## src/rtl/game_pkg.sv

```systemverilog
// game_pkg: shared state encodings, scancodes and option tables for the round sequencer and scoring block
package game_pkg;
  typedef enum logic [1:0] {SELECT = 2'd0, COUNTDOWN = 2'd1, INGAME = 2'd2, FINISH = 2'd3} state_t;
  localparam logic [7:0] KEY_M     = 8'h3A;
  localparam logic [7:0] KEY_1     = 8'h16;
  localparam logic [7:0] KEY_2     = 8'h1E;
  localparam logic [7:0] KEY_3     = 8'h26;
  localparam logic [7:0] KEY_4     = 8'h25;
  localparam logic [7:0] KEY_ENTER = 8'h5A;
  localparam logic [7:0] KEY_ESC   = 8'h76;
  localparam logic [6:0] TIME_OPT [0:3] = '{7'd15, 7'd30, 7'd60, 7'd120};
  localparam logic [6:0] WORD_OPT [0:3] = '{7'd10, 7'd25, 7'd50, 7'd100};
  function automatic logic [6:0] opt_value(input logic mode, input logic [1:0] idx);
    return mode ? WORD_OPT[idx] : TIME_OPT[idx];
  endfunction
endpackage

```

## src/rtl/game_ctrl_if.sv

```systemverilog
// game_ctrl_if: keyboard/scoring inputs and round outputs of game_ctrl; best-score signals exist only with GAME_CTRL_BEST_EN
interface game_ctrl_if;
  import game_pkg::*;
  logic [127:0] key_down;
  logic [8:0]   last_change;
  logic         key_valid;
  logic         finish;
  logic [9:0]   wpm;
  logic [9:0]   acc;
  state_t       state;
  logic         mode;
  logic [6:0]   value;
  logic [3:0]   cd_digit;
  logic         round_start;
  logic [9:0]   res_wpm;
  logic [9:0]   res_acc;
`ifdef GAME_CTRL_BEST_EN
  logic [9:0]   best_wpm;
  logic [1:0]   new_best;
  modport master (input key_down, last_change, key_valid, finish, wpm, acc,
                  output state, mode, value, cd_digit, round_start, res_wpm, res_acc, best_wpm, new_best);
  modport slave  (output key_down, last_change, key_valid, finish, wpm, acc,
                  input state, mode, value, cd_digit, round_start, res_wpm, res_acc, best_wpm, new_best);
`else
  modport master (input key_down, last_change, key_valid, finish, wpm, acc,
                  output state, mode, value, cd_digit, round_start, res_wpm, res_acc);
  modport slave  (output key_down, last_change, key_valid, finish, wpm, acc,
                  input state, mode, value, cd_digit, round_start, res_wpm, res_acc);
`endif
endinterface

```

## src/rtl/game_ctrl_tick_gen.sv

```systemverilog
// tick_gen: free-running prescaler, one-cycle tick every TICK_DIV clocks, restartable with clr
module tick_gen #(
  parameter int TICK_DIV = 1000000
) (
  input  logic clk,
  input  logic rst,
  input  logic clr,
  output logic tick
);
  localparam int W = TICK_DIV > 1 ? $clog2(TICK_DIV) : 1;
  logic [W-1:0] cnt;
  assign tick = cnt == W'(TICK_DIV - 1);
  always_ff @(posedge clk)
    if (rst || clr) cnt <= '0;
    else cnt <= tick ? '0 : cnt + 1'b1;
endmodule

```

## src/rtl/game_ctrl.sv

```systemverilog
// game_ctrl: TypeRacer round sequencer (menu keys, 3-2-1 countdown, result latching)
// Optional best-WPM tracking is enabled by defining GAME_CTRL_BEST_EN.
module game_ctrl
  import game_pkg::*;
#(
  parameter int TICK_DIV  = 1000000,
  parameter int COUNT_SEC = 3,
  parameter int FIN_HOLD  = 50
) (
  input logic clk,
  input logic rst,
  game_ctrl_if.master g
);
  localparam int HW = FIN_HOLD > 0 ? $clog2(FIN_HOLD + 1) : 1;
  state_t state_q, state_d;
  logic mode_q, rs_q, tick, clr, start_d, fin_entry, press, is_enter, is_esc, cd_done, hold_full;
  logic [1:0] sel_q;
  logic [3:0] cd_q;
  logic [6:0] sub_q, rep_q;
  logic [7:0] code;
  logic [HW-1:0] hold_q;
  logic [9:0] res_wpm_q, res_acc_q;
  tick_gen #(.TICK_DIV(TICK_DIV)) u_tick (.clk(clk), .rst(rst), .clr(clr), .tick(tick));
  // a make code for the key already latched in rep_q while it is still held is typematic repeat
  assign code      = g.last_change[7:0];
  assign press     = g.key_valid && !g.last_change[8] && g.key_down[g.last_change[6:0]]
                     && !(g.last_change[6:0] == rep_q && g.key_down[rep_q]);
  assign is_enter  = press && code == KEY_ENTER;
  assign is_esc    = press && code == KEY_ESC;
  assign cd_done   = tick && sub_q == 7'd99 && cd_q == 4'd1;
  assign hold_full = hold_q == HW'(FIN_HOLD);
  always_ff @(posedge clk)
    state_q <= rst ? SELECT : state_d;
  always_comb begin
    state_d = state_q;
    case (state_q)
      SELECT:    state_d = is_enter ? COUNTDOWN : SELECT;
      COUNTDOWN: state_d = is_esc ? SELECT : cd_done ? INGAME : COUNTDOWN;
      INGAME:    state_d = is_esc ? SELECT : g.finish ? FINISH : INGAME;
      FINISH:    state_d = (is_esc || (is_enter && hold_full)) ? SELECT : FINISH;
      default:   state_d = SELECT;
    endcase
  end
  always_comb begin
    clr       = state_q == SELECT && state_d == COUNTDOWN;
    start_d   = state_q == COUNTDOWN && state_d == INGAME;
    fin_entry = state_q == INGAME && state_d == FINISH;
  end
  always_ff @(posedge clk)
    if (rst) begin
      mode_q    <= 1'b0;
      sel_q     <= 2'd1;
      cd_q      <= 4'd0;
      sub_q     <= 7'd0;
      hold_q    <= '0;
      rep_q     <= 7'd0;
      rs_q      <= 1'b0;
      res_wpm_q <= 10'd0;
      res_acc_q <= 10'd0;
    end else begin
      rep_q  <= press ? g.last_change[6:0] : g.key_down[rep_q] ? rep_q : 7'd0;
      rs_q   <= start_d;
      mode_q <= (state_q == SELECT && press && code == KEY_M) ? !mode_q : mode_q;
      if (state_q == SELECT && press)
        sel_q <= code == KEY_1 ? 2'd0 : code == KEY_2 ? 2'd1 : code == KEY_3 ? 2'd2 : code == KEY_4 ? 2'd3 : sel_q;
      cd_q   <= clr ? 4'(COUNT_SEC) : state_d != COUNTDOWN ? 4'd0 : (tick && sub_q == 7'd99) ? cd_q - 4'd1 : cd_q;
      sub_q  <= clr ? 7'd0 : (state_q == COUNTDOWN && tick) ? (sub_q == 7'd99 ? 7'd0 : sub_q + 7'd1) : sub_q;
      hold_q <= fin_entry ? '0 : (state_q == FINISH && tick && !hold_full) ? hold_q + 1'b1 : hold_q;
      if (fin_entry) begin
        res_wpm_q <= g.wpm;
        res_acc_q <= g.acc;
      end
    end
  assign g.state       = state_q;
  assign g.mode        = mode_q;
  assign g.value       = opt_value(mode_q, sel_q);
  assign g.cd_digit    = cd_q;
  assign g.round_start = rs_q;
  assign g.res_wpm     = res_wpm_q;
  assign g.res_acc     = res_acc_q;
`ifdef GAME_CTRL_BEST_EN
  logic [9:0] best_q;
  logic       nb_q;
  always_ff @(posedge clk)
    if (rst) begin
      best_q <= 10'd0;
      nb_q   <= 1'b0;
    end else if (fin_entry && g.wpm > best_q) begin
      best_q <= g.wpm;
      nb_q   <= 1'b1;
    end else if (state_q == FINISH && state_d != FINISH) begin
      nb_q   <= 1'b0;
    end
  assign g.best_wpm = best_q;
  assign g.new_best = {1'b0, nb_q};
`endif
endmodule

```

## src/flat_wrapper.sv

```systemverilog
// flat-port wrapper written by rule: the top's interface ports become plain ports
module game_ctrl_flat import game_pkg::*;
#(
  parameter int TICK_DIV  = 1000000,
  parameter int COUNT_SEC = 3,
  parameter int FIN_HOLD  = 50
)
  (clk, rst, g_key_down, g_last_change, g_key_valid, g_finish, g_wpm, g_acc, g_state, g_mode, g_value, g_cd_digit, g_round_start, g_res_wpm, g_res_acc);
  game_ctrl_if g_i ();
  input logic clk;
  input logic rst;
  input wire logic [$bits(g_i.key_down)-1:0] g_key_down;
  input wire logic [$bits(g_i.last_change)-1:0] g_last_change;
  input wire logic [$bits(g_i.key_valid)-1:0] g_key_valid;
  input wire logic [$bits(g_i.finish)-1:0] g_finish;
  input wire logic [$bits(g_i.wpm)-1:0] g_wpm;
  input wire logic [$bits(g_i.acc)-1:0] g_acc;
  output wire logic [$bits(g_i.state)-1:0] g_state;
  output wire logic [$bits(g_i.mode)-1:0] g_mode;
  output wire logic [$bits(g_i.value)-1:0] g_value;
  output wire logic [$bits(g_i.cd_digit)-1:0] g_cd_digit;
  output wire logic [$bits(g_i.round_start)-1:0] g_round_start;
  output wire logic [$bits(g_i.res_wpm)-1:0] g_res_wpm;
  output wire logic [$bits(g_i.res_acc)-1:0] g_res_acc;
  assign g_i.key_down = g_key_down;
  assign g_i.last_change = g_last_change;
  assign g_i.key_valid = g_key_valid;
  assign g_i.finish = g_finish;
  assign g_i.wpm = g_wpm;
  assign g_i.acc = g_acc;
  assign g_state = g_i.state;
  assign g_mode = g_i.mode;
  assign g_value = g_i.value;
  assign g_cd_digit = g_i.cd_digit;
  assign g_round_start = g_i.round_start;
  assign g_res_wpm = g_i.res_wpm;
  assign g_res_acc = g_i.res_acc;
  game_ctrl #(.TICK_DIV(TICK_DIV), .COUNT_SEC(COUNT_SEC), .FIN_HOLD(FIN_HOLD)) u_core (.clk(clk), .rst(rst), .g(g_i));
endmodule
```

## config.mk

```make
export PLATFORM = sky130hd
export DESIGN_NAME = game_ctrl_flat
export DESIGN_NICKNAME = d
export VERILOG_FILES = /design/src/rtl/game_pkg.sv /design/src/rtl/game_ctrl_if.sv /design/src/rtl/game_ctrl_tick_gen.sv /design/src/rtl/game_ctrl.sv /design/src/flat_wrapper.sv
export SDC_FILE = /design/constraint.sdc
export NUM_CORES = 1
export LEC_CHECK = 0
export BUFFER_PORTS_ARGS = -buffer_cell sky130_fd_sc_hd__buf_2
export CAP_MARGIN = 20
export CORE_UTILIZATION = 52
export CTS_CLUSTER_DIAMETER = 50
export DETAILED_ROUTE_END_ITERATION = 12
export PLACE_DENSITY = 0.82
export RECOVER_POWER = 50
export SLEW_MARGIN = 20
export SYNTH_ARGS = -nofsm -noshare
export SYNTH_HDL_FRONTEND = slang
export SYNTH_HIERARCHICAL = 1
export SYNTH_SLANG_ARGS = --single-unit
```

## constraint.sdc

```tcl
create_clock -name clk -period 3.6 [get_ports clk]
set_clock_uncertainty 0.05 [all_clocks]
set_input_delay 0.54 -clock clk [delete_from_list [all_inputs] [get_ports clk]]
set_output_delay 0.54 -clock clk [all_outputs]
set_load 0.05 [all_outputs]
```

==> results.txt <==
max-cap violations -> 0
Post-DP Area -> 0.006820 mm^2
drt first pass iters -> 9
clock latency on the worst-skew pair -> 350 ps
highest routing layer actually used -> met4
CTS tree -> yes
PwrDens -> 259.5 mW/mm^2
EDFF count, synth -> 0
Worst path max stage delay -> 550 ps
clk sinks -> 70
Period minus WS final -> 3284 ps
status -> finished with violations
setup TNS -> 0 ps
largest family of logic cells by synthesized area -> multiplexers
PortBufs -> 195
worst path required time -> 3800 ps
share of cells above drive strength 1 -> 31.59%
simple logic cell fraction of the synthesized area -> 21.44%
Yosys cell types -> 74
Num CTS Buffers -> 9
area leader, netlist -> dfxtp_1
synthesized net count -> 791
global-route wire length before repair -> 26.70 mm
failing checks -> DRC
critical path's top delay family -> compound AO/OA/AOI/OAI gates
post-synth top area share -> 24.26%
max-slew headroom at the worst pin -> 41.58%
Tot Pwr -> 1.806 mW
postcts setup bufs -> 0
Post-Place Cells -> 925
global router's overall resource usage -> 28.99%
CTS max path bufs -> 2
met3 wire len -> 1.159 mm
Syn Area/Cell -> 9.332 um^2
vias in the first global route -> 5728
WL met1 -> 6.640 mm
# setup viols final -> 0
Achievable Freq -> 0.3045 GHz
CTS resizes -> 0
Core Box Area -> 0.01084 mm^2
Setup crit start -> u_core/rep_q[0]$_SDFFE_PP0P_
via count -> 5706
IO Pins -> 196
multiplexer share of the synthesized area -> 31.08%
crit path buf inv count -> 2
initial antenna violation count -> 0
count leader, synth -> mux2i_1
routed wl met2 -> 8.593 mm
post-synthesis cell area -> 0.005777 mm^2
synthesized flop and latch total -> 70
Clock Pin Slew Worst Setup and Hold Paths -> 90 ps
Post-synth top cells -> 86 x mux2i_1, 72 x nor2_1, 70 x dfxtp_1
design area -> 0.006958 mm^2
hold_ws -> 366.3 ps
Slew Viols, Final -> 0
starting density of the core -> 53.29%
DRC errors left -> 1
clk root buf -> clkbuf_8
XOR/XNOR share of the synthesized area -> 5.155%
Worst VDD drop -> 0.2431 mV
HPWL Detailed -> 13.10 mm
hold path startpoint -> g_wpm[7]
crit end category -> flop
crit-path max FO -> 24
pin count of the biggest net entering global routing -> 51
ys async rst share -> 0%
ANT cells -> 0
crit path kind -> reg -> reg
DR WL/cell -> 17.79 um
drt via density -> 6.064
# hold bufs at CTS -> 0
most frequent CP cell -> buf_12
CP cell instances -> buf_12, nor2b_1, a22oi_1, and3_1, a31oi_1, a311oi_1, o31ai_4, a21oi_1, buf_12, or2_1, a211oi_1
die height -> 107.4 um
nets -> 968
crit share post-route -> 91.22%
Layout area overhead -> 20.45%
measured slew at the worst slew-check pin -> 876.3 ps
crit path DAT -> 3490 ps
Place WS -> 197.2 ps
Die X -> 107.4 um
row cnt -> 38
Antenna Violating Nets Remaining -> 0
routability congestion estimate -> 0.9471
total grt overflow -> 0
Area contributors post-synth -> dfxtp_1 24%, mux2i_1 15%, mux4_2 14%
Seq/Total Area, Yosys -> 24.26%
Post-Route WL -> 16.75 mm
Post-Syn Instances -> 619
CTS H-tree lvls -> 3
Crit Reg-Reg Startpoint -> u_core/rep_q[0]$_SDFFE_PP0P_
Final Non-Filler Cells -> 941
adder-cell share of the synthesized area -> 2.382%
Slowest cell on crit path -> nor2b_1
Yosys warning count -> 6
fin util -> 64.19%
Fin. Hold Viols -> 0
unrepaired setup endpoints after global routing -> no
leakage power -> 2.702 nW
Initial DRC Count -> 349
worst setup margin -> 316.1 ps
worst min path class -> in -> reg
compound-gate portion of the synthesized area -> 10.22%
ys flop type -> dfxtp_1
crit start category -> flop
DIE AREA -> 0.01153 mm^2
==> cell families after synthesis <==
kind of cell / count (synthesis)
xor gates and xnor gates: 34
muxes: 133
DFF: 70
and+or+nand+nor: 236
buffers and inverters: 53
AOI/OAI and AO/OA: 82
adders and majority gates: 11
==> worst min-delay path: stages <==
cell and delay, ps:
buf_2 70, mux2i_1 50, nor2_1 70
==> state kept, by name (all words and copies together) (netlist names) <==
signal and count:
u_core/u_tick/cnt 20, u_core/g.res_acc 10, u_core/g.res_wpm 10, u_core/rep_q 7
u_core/sub_q 7, u_core/hold_q 6, u_core/g.cd_digit 4, u_core/g.state 2
u_core/sel_q 2, u_core/g.mode 1, u_core/g.round_start 1
==> path summary, 6_finish.rpt <==
path / end / slack (ps) / depth (start not counted)
setup / recovery: u_core/hold_q[1]$_SDFFE_PP0P_ / 320 / 11
hold / removal: u_core/g.res_wpm[7]$_SDFFE_PP0P_ / 370 / 3
setup reg to reg: u_core/hold_q[1]$_SDFFE_PP0P_ / 320 / 11
hold reg to reg: u_core/u_tick/cnt[0]$_SDFF_PP0_ / 420 / 1
==> power breakdown <==
part | internal (mW) | switching (mW)
sequential | 0.780 | 0.00846
combinational | 0.215 | 0.207
clock | 0.263 | 0.333
==> layout by cell type (no fill, tap or decap), types with 13 or more instances in the layout <==
cell,synthesis,final
a21oi_1,17,17
nand3_1,23,23
nand2_1,46,46
xor2_1,15,15
clkbuf_1,13,35
mux4_2,36,36
mux2i_1,86,86
xnor2_1,19,19
buf_2,9,159
nor2_1,72,72
nor2b_1,13,13
dfxtp_1,70,69
==> area by class of cell <==
class / instances / area (um^2)
Clock inverter: 7 / 61.31
Fill cell: 911 / 3882
Inverter: 12 / 45.04
Multi-Input combinational cell: 496 / 4065
Timing Repair Buffer: 207 / 1085
Tap cell: 140 / 175.2
Clock buffer: 9 / 123.9
Sequential cell: 70 / 1403
==> routing by layer <==
| metal | GRT usage [%] | vias to the layer above |
|---|---|---|
| li1 | - | 2669 |
| met1 | 33.73 | 2743 |
| met2 | 53.13 | 261 |
| met3 | 4.903 | 33 |
| met4 | 10.47 | 0 |
| met5 | 0 | - |
Note: power is estimated with default switching activity, not from simulation.
